$ cat src/rtl/key_bank_writer_pkg.sv
// Shared definitions for the key-bank write/read paths: bank encodings,
// loader FSM states and default bus widths.
package key_bank_writer_pkg;
    localparam logic [1:0] KEY_BANK1   = 2'b00;
    localparam logic [1:0] KEY_BANK2   = 2'b01;
    localparam logic [1:0] KEY_BANK3   = 2'b10;
    localparam logic [1:0] KEY_ILLEGAL = 2'b11;

    localparam int KBW_DATA_W = 8;
    localparam int KBW_ADDR_W = 4;

    typedef enum logic [1:0] {
        IDLE = 2'd0,
        LOAD = 2'd1,
        FIN  = 2'd2
    } kbw_state_t;
endpackage

$ cat src/rtl/key_bank_wr_decode.sv
// Registered one-hot write-strobe generator: one strobe per write pulse,
// steered to the latched bank.
module key_bank_wr_decode
    import key_bank_writer_pkg::*;
(
    input  logic       clk,
    input  logic       rst_n,
    input  logic [1:0] bank,
    input  logic       wr,
    output logic       w_en1,
    output logic       w_en2,
    output logic       w_en3
);
    always_ff @(posedge clk or negedge rst_n) begin
        if (!rst_n) begin
            w_en1 <= 1'b0;
            w_en2 <= 1'b0;
            w_en3 <= 1'b0;
        end else begin
            w_en1 <= wr && (bank == KEY_BANK1);
            w_en2 <= wr && (bank == KEY_BANK2);
            w_en3 <= wr && (bank == KEY_BANK3);
        end
    end
endmodule

$ cat src/rtl/key_bank_writer.sv
// Streams a DEPTH-byte key table from a valid/ready byte path into one of
// three key RAM banks via registered per-bank strobes and a shared bus.
module key_bank_writer
    import key_bank_writer_pkg::*;
#(
    parameter int DATA_W = KBW_DATA_W,
    parameter int ADDR_W = KBW_ADDR_W,
    parameter int DEPTH  = 16
) (
    input  logic              clk,
    input  logic              rst_n,
    input  logic [1:0]        key,
    input  logic              start,
    input  logic              abort,
    input  logic [DATA_W-1:0] in_data,
    input  logic              in_valid,
    output logic              in_ready,
    output logic [ADDR_W-1:0] w_a,
    output logic [DATA_W-1:0] w_d,
    output logic              w_en1,
    output logic              w_en2,
    output logic              w_en3,
    output logic              busy,
    output logic              done,
    output logic              err
);
    localparam logic [ADDR_W-1:0] LAST_ADDR = ADDR_W'(DEPTH - 1);

    kbw_state_t        state, nxt;
    logic [ADDR_W-1:0] cnt;
    logic [1:0]        bank_q;
    logic              accept, last, wr;

    assign accept = in_valid && in_ready;
    assign last   = (cnt == LAST_ADDR);

    always_ff @(posedge clk or negedge rst_n) begin
        if (!rst_n) state <= IDLE;
        else        state <= nxt;
    end

    always_comb begin
        nxt = state;
        case (state)
            IDLE: if (start && key != KEY_ILLEGAL) nxt = LOAD;
            LOAD: begin
                if (abort)               nxt = IDLE;
                else if (accept && last) nxt = FIN;
            end
            FIN:     nxt = IDLE;
            default: nxt = IDLE;
        endcase
    end

    // The final strobe is already registered when FIN is entered, so done
    // lines up with the write to the last address.
    always_comb begin
        in_ready = (state == LOAD);
        busy     = (state != IDLE);
        done     = (state == FIN);
        wr       = accept && !abort;
    end

    always_ff @(posedge clk or negedge rst_n) begin
        if (!rst_n) begin
            cnt    <= '0;
            bank_q <= KEY_BANK1;
            w_a    <= '0;
            w_d    <= '0;
            err    <= 1'b0;
        end else begin
            err <= (state == IDLE) && start && (key == KEY_ILLEGAL);
            if (state == IDLE && start && key != KEY_ILLEGAL) begin
                bank_q <= key;
                cnt    <= '0;
            end else if (state == LOAD && abort) begin
                cnt <= '0;
            end else if (wr) begin
                w_a <= cnt;
                w_d <= in_data;
                cnt <= last ? '0 : cnt + 1'b1;
            end
        end
    end

    key_bank_wr_decode u_decode (
        .clk   (clk),
        .rst_n (rst_n),
        .bank  (bank_q),
        .wr    (wr),
        .w_en1 (w_en1),
        .w_en2 (w_en2),
        .w_en3 (w_en3)
    );
endmodule

$ cat config.mk
export PLATFORM = sky130hd
export DESIGN_NAME = key_bank_writer
export DESIGN_NICKNAME = d
export VERILOG_FILES = /design/src/rtl/key_bank_writer_pkg.sv /design/src/rtl/key_bank_wr_decode.sv /design/src/rtl/key_bank_writer.sv
export SDC_FILE = /design/constraint.sdc
export NUM_CORES = 1
export LEC_CHECK = 0
export BUFFER_PORTS_ARGS = -buffer_cell sky130_fd_sc_hd__buf_2
export CORE_ASPECT_RATIO = 0.7
export CORE_MARGIN = 2
export CORE_UTILIZATION = 53
export CTS_BUF_LIST = sky130_fd_sc_hd__clkbuf_4 sky130_fd_sc_hd__clkbuf_8
export DETAILED_ROUTE_END_ITERATION = 8
export PLACE_DENSITY = 0.85
export SYNTH_ARGS = -nofsm -noshare
export SYNTH_HDL_FRONTEND = slang
export SYNTH_SLANG_ARGS = --single-unit
$ cat constraint.sdc
create_clock -name clk -period 3.9 [get_ports clk]
set_input_delay 0.195 -clock clk [delete_from_list [all_inputs] [get_ports clk]]
set_output_delay 0.195 -clock clk [all_outputs]
set_load 0.03 [all_outputs]
Yosys cells after proc, flatten, opt, wreduce, memory -nomap -nowiden

Cells that the tools add are included.
W data, S select, Z words.

Bits in registers: 24

Add/sub/neg operators: 1
Equality and inequality tests: 9
Mux-type cells: 8
Bitwise gates (word level): 2
Reductions and logical operators: 18

Operators with widths:

| operator              | count |
|---|---|
| $mux W4               | 4 |
| $logic_and A1 B1 Y1   | 11 |
| $eq A2 B2 Y1 const B  | 3 |
| $mux W2               | 3 |
| $add A4 B1 Y4 const B | 1 |
| $eq A2 B1 Y1 const B  | 2 |
| $eq A4 B4 Y1 const B  | 1 |
| $logic_not A2 Y1      | 2 |
| $ne A2 B2 Y1 const B  | 2 |
| $pmux W2 S2           | 1 |
| $ne A3 B2 Y1 const B  | 1 |
| $reduce_and A3 Y1     | 1 |
| $reduce_bool A3 Y1    | 1 |
| $not A1 Y1            | 2 |
| $reduce_and A2 Y1     | 1 |
| $reduce_bool A2 Y1    | 1 |
| $logic_not A1 Y1      | 1 |

Logic depth before layout (Yosys ltp)

Depth in word-level cells: 6
Depth in mapped cells: 5
Mapped depth without buffers: 4

By module

From an unflattened synthesis, not the netlist that was laid out.

Cell total of the unflattened synthesis: 78
Area, all modules: 1056.0 sq um

Modules (own cells, without submodules):

| module             | times used | cells an instance | area an instance (sq um) |
|---|---|---|---|
| key_bank_writer    | 1          | 72                | 950.9 |
| key_bank_wr_decode | 1          | 6                 | 105.1 |

Worst setup path before layout

No wires, ideal clock.

Path type: reg-to-reg
From: reg state[1]
To: reg cnt[0]
Setup time: 0.121 ns
Data arrival time: 1.262 ns
Path slack: 2.517 ns
Stages on the path, launching flop included: 5
Buffers on the path: 1
Cell sequence: dfrtp_1 or3b_1 buf_6 a2bb2oi_2 a22o_1

Longest elaborated chain between the ends: 4

Ends and longest elaborated chain:

| element                                          | line                                                                | source |
|---|---|---|
| start: declaration                               | key_bank_writer.sv:29                                               | `kbw_state_t state, nxt;` |
| start signal: assignment                         | key_bank_writer.sv:39                                               | `else state <= nxt;` |
| $eq A2 B1 Y1 or $logic_not A2 Y1 (tied branches) | key_bank_writer.sv:58, key_bank_writer.sv:76, key_bank_writer.sv:73 |  |
| $logic_and A1 B1 Y1, on equally long branches    | key_bank_writer.sv:76, key_bank_writer.sv:73, key_bank_writer.sv:34 |  |
| $mux W4, or another cell as far along            | key_bank_writer.sv:76                                               | `end else if (state == LOAD && abort) begin` |
| $mux W4 or $reduce_bool A3 Y1 (tied branches)    | -                                                                   |  |
| end signal: assignment                           | key_bank_writer.sv:81                                               | `cnt <= last ? '0 : cnt + 1'b1;` |
| end: declaration                                 | key_bank_writer.sv:30                                               | `logic [ADDR_W-1:0] cnt;` |

Parallel ways exist; a longest one is shown, timed or not.
A chain may end at the register's enable or synchronous reset.

Worst setup path after layout

From: reg state[1]
To: reg w_d[7]

Longest elaborated chain between the ends: 5

Ends and longest elaborated chain:

| element                              | line                  | source |
|---|---|---|
| $logic_not A2 Y1                     | key_bank_writer.sv:73 | `if (state == IDLE && start && key != KEY_ILLEGAL) begin` |
| $logic_and A1 B1 Y1 (2 in series)    | key_bank_writer.sv:73 |  |
| $not A1 Y1 (no source line)          | -                     |  |
| $reduce_and A3 Y1 (no source line) * | -                     |  |
| end signal: assignment               | key_bank_writer.sv:80 | `w_d <= in_data;` |
| end: declaration                     | key_bank_writer.sv:19 | `output logic [DATA_W-1:0] w_d,` |

Every way passes the cells marked *; elsewhere a longest branch is shown, timed or not.

==> metrics.txt <==
status finished clean; max-cap viol count 0; initial antenna violation count 0; r2r startpoint state[1]; sequential power share a little under half; peak supply drop 0.377 mV; top-count cell post-synth dfrtp_1; Post-Route Skew between 0.007 and 0.008 ns; Die Area 0.00231 sq mm; P_int ~0.46 mW; share of cells above drive strength 1 between 40% and 50%; Worst R2R Setup Slack 2.27 ns; Final Hold Violating Endpoints 0; number of buffers added for setup after CTS 0; leakage dissipation 0.653 nW; post-place instance area between 0.001 and 0.0015 sq mm; Starting Density a little under three fifths; clock latency on the worst-skew pair ~0.31 ns; Buffers on Ports 33; slowest stage delay, CP between 0.6 and 0.7 ns; CTS root buf clkbuf_4; reg2reg path depth 2; post-synth net total slightly above 90; DR iter-0 viols 4; Die Ht ~41 microns; die width around 57 microns; WL/cell ~14 microns; Routed WL about 1800 microns; first-pass GRT wire length ~3000 microns; crit-path max FO 15; Max-slew headroom around 59%; top_reg_cell synth dfrtp_1; Hold/Removal Path Class input pin to register; # DRC 0; Sink Count 24; Worst-Margin Slew ~0.62 ns; WHS about 0.094 ns; Total GRT Usage 18.3%; hold buffer count at CTS 1; CTS tree yes; Crit-path slowest cell and4bb_1; cells resized by post-CTS repair 0; final period utilization a little over two fifths; switching portion of total power between 30% and 40%; clock transition at the registers of the reported paths 0.13 ns; Post-Synth XOR/XNOR Area 0%; GRT overflow 0; final instance area 0.00125 sq mm; row cnt 13; clock share of power 26.2%; Synth cell types 27; FILL cells about 140; Setup CP Type register to register; Hold Path Sink w_d[2]; core box area around 0.0018 sq mm; CP endpoint kind register; Synth Cell Area 0.00102 sq mm; post-synthesis adder-cell area fraction about 1.2%; share of power burned in combinational logic a little over a quarter; vias per cell 5.25; Final nets approximately 130; Vias slightly above 700; Yosys warning total 0; post-synthesis cell count 77; H-Tree Depth 1; Synth area leaders dfrtp_1 (59%), mux2_2 (7.7%), mux2_1 (5.5%), nor2b_1 (2.4%), buf_6 (2.2%); Async S/R FF share, synth 100%; #FFs+latches synth 24; leading area contributor after synthesis dfrtp_1; most frequent cells after synthesis dfrtp_1 (24), mux2_2 (7), mux2_1 (5); data required time of the worst path 4.11 ns; critical path startpoint category register; mux cell area share after synthesis a little over an eighth; Area Growth Syn to Fin 22.2%; routability-driven placement congestion ratio ~0.7; RSZ-0062 raised after global routing false; Simple-Gate Fraction of Synth Area 13.9%; Max Freq slightly above 600 MHz; Synth top area share between 50% and 60%; Ant. Diodes 0; Avg Inst Size Synth between 10 and 15 sq um; final setup fails 0; Post-synth EDFFs 0; hold depth 2; combinational family with the most area after synthesis simple AND/OR/NAND/NOR gates; crit-path cells and4bb_1 -> mux2_2; fin crit period between 1.5 and 2 ns; Compound-Gate Fraction of Synth Area just under 10%; Post-DP HPWL roughly 1400 microns; Pwr per Cell Area approximately 530 mW/mm^2; Final Max Tran Viols 0; clock buffer depth 2; sequential fraction of the synthesis area between 50% and 60%; P_sw roughly 0.21 mW; post-route setup TNS 0 ns; IO Count 34; post-route antenna net violation count 0; Data arrival, critical path ~1.8 ns; cts bufs inserted 3; hold_sp in_data[2]; DRT Pass-1 Iters 4; vias in the first global route around 660; largest net degree at the start of global routing 25; Reg2Reg Capture Point w_d[7]
## worst max-delay path, delay by kind of cell, from the launching register on
kind | cells | cell delay [ns]
mux | 1 | 0.41
flops | 1 | 0.44
simple gates | 1 | 0.68
## routing by layer
metal	share of wire (%)	up-vias	global-route usage [%]
li1	-	346	-
met1	42	337	20.4
met2	50	19	32.0
met3	6.5	2	7.89
met4	1.0	0	8.33
met5	0	-	0
## cell families after synthesis
kind of cell | Yosys count
AOI/OAI and AO/OA | 12
muxes | 12
adders and majority gates | 1
DFF | 24
and+or+nand+nor | 23
buffers and inverters | 5
## cells in the final DEF (no fill, tap or decap)
cell type      count
buf_2             33
dfrtp_1           24
mux2_2             7
mux2_1             5
nor2b_1            4
nor2_1             4
nand2_1            3
nor3b_1            3
o21ai_0            3
clkbuf_4           3
or2_2              2
a22o_1             2
o22a_1             2
inv_1              2
and2b_2            1
or3b_1             1
nor3_1             1
and4bb_1           1
and2_1             1
a2bb2oi_2          1
a21bo_1            1
a31oi_1            1
nand3_1            1
and4b_1            1
a311oi_1           1
o2bb2ai_1          1
ha_1               1
bufinv_16          1
dlygate4sd3_1      1
## worst max-delay path by stage
stage              from     end  cells past startpoint
5_1_grt        state[1]  cnt[2]                      3
2_1_floorplan  state[1]  cnt[0]                      4
6_report       state[1]  w_d[7]                      2
3_5_place_dp   state[1]  w_d[4]                      2
4_1_cts        state[1]  w_d[4]                      2
3_3_place_gp   state[1]  w_a[2]                      2
## cell type report
| type | instances | area [sq um] | share of cell area [%] |
|---|---|---|---|
| clock buffers | 3 | 22.5 | 1.80 |
| clock inverters | 1 | 30.0 | 2.40 |
| inverters | 2 | 7.51 | 0.599 |
| multi-input cells | 48 | 389 | 31.1 |
| flip-flops and latches | 24 | 601 | 48.0 |
| well taps | 22 | 27.5 | 2.20 |
| repair buffers | 34 | 175 | 14.0 |
## per-stage QoR
stage	power, mW	instances	setup slack [ns]	utilization [%]
final	0.668	134	2.27	68.1
after global routing	0.702	134	2.11	68.1
after CTS	0.676	134	2.26	68.1
after detailed placement	0.500	129	2.27	64.7
after global placement	0.490	129	2.33	64.7
after floorplan	0.441	77	2.52	-
## sequential cells by signal (all words and copies together), names as in the netlist
name	count
u_decode.w_en2	1
cnt	4
state	2
u_decode.w_en1	1
u_decode.w_en3	1
bank_q	2
w_a	4
w_d	8
err	1
## power by group through the flow
stage                     Combinational, mW  Clock [mW]  Sequential, mW
after floorplan                      0.0614           0           0.380
after global placement                0.175           0           0.315
final                                 0.179       0.175           0.314
after global routing                  0.190       0.192           0.320
after detailed placement              0.180           0           0.320
after CTS                             0.181       0.180           0.314
(Power assumes the default switching activity.)
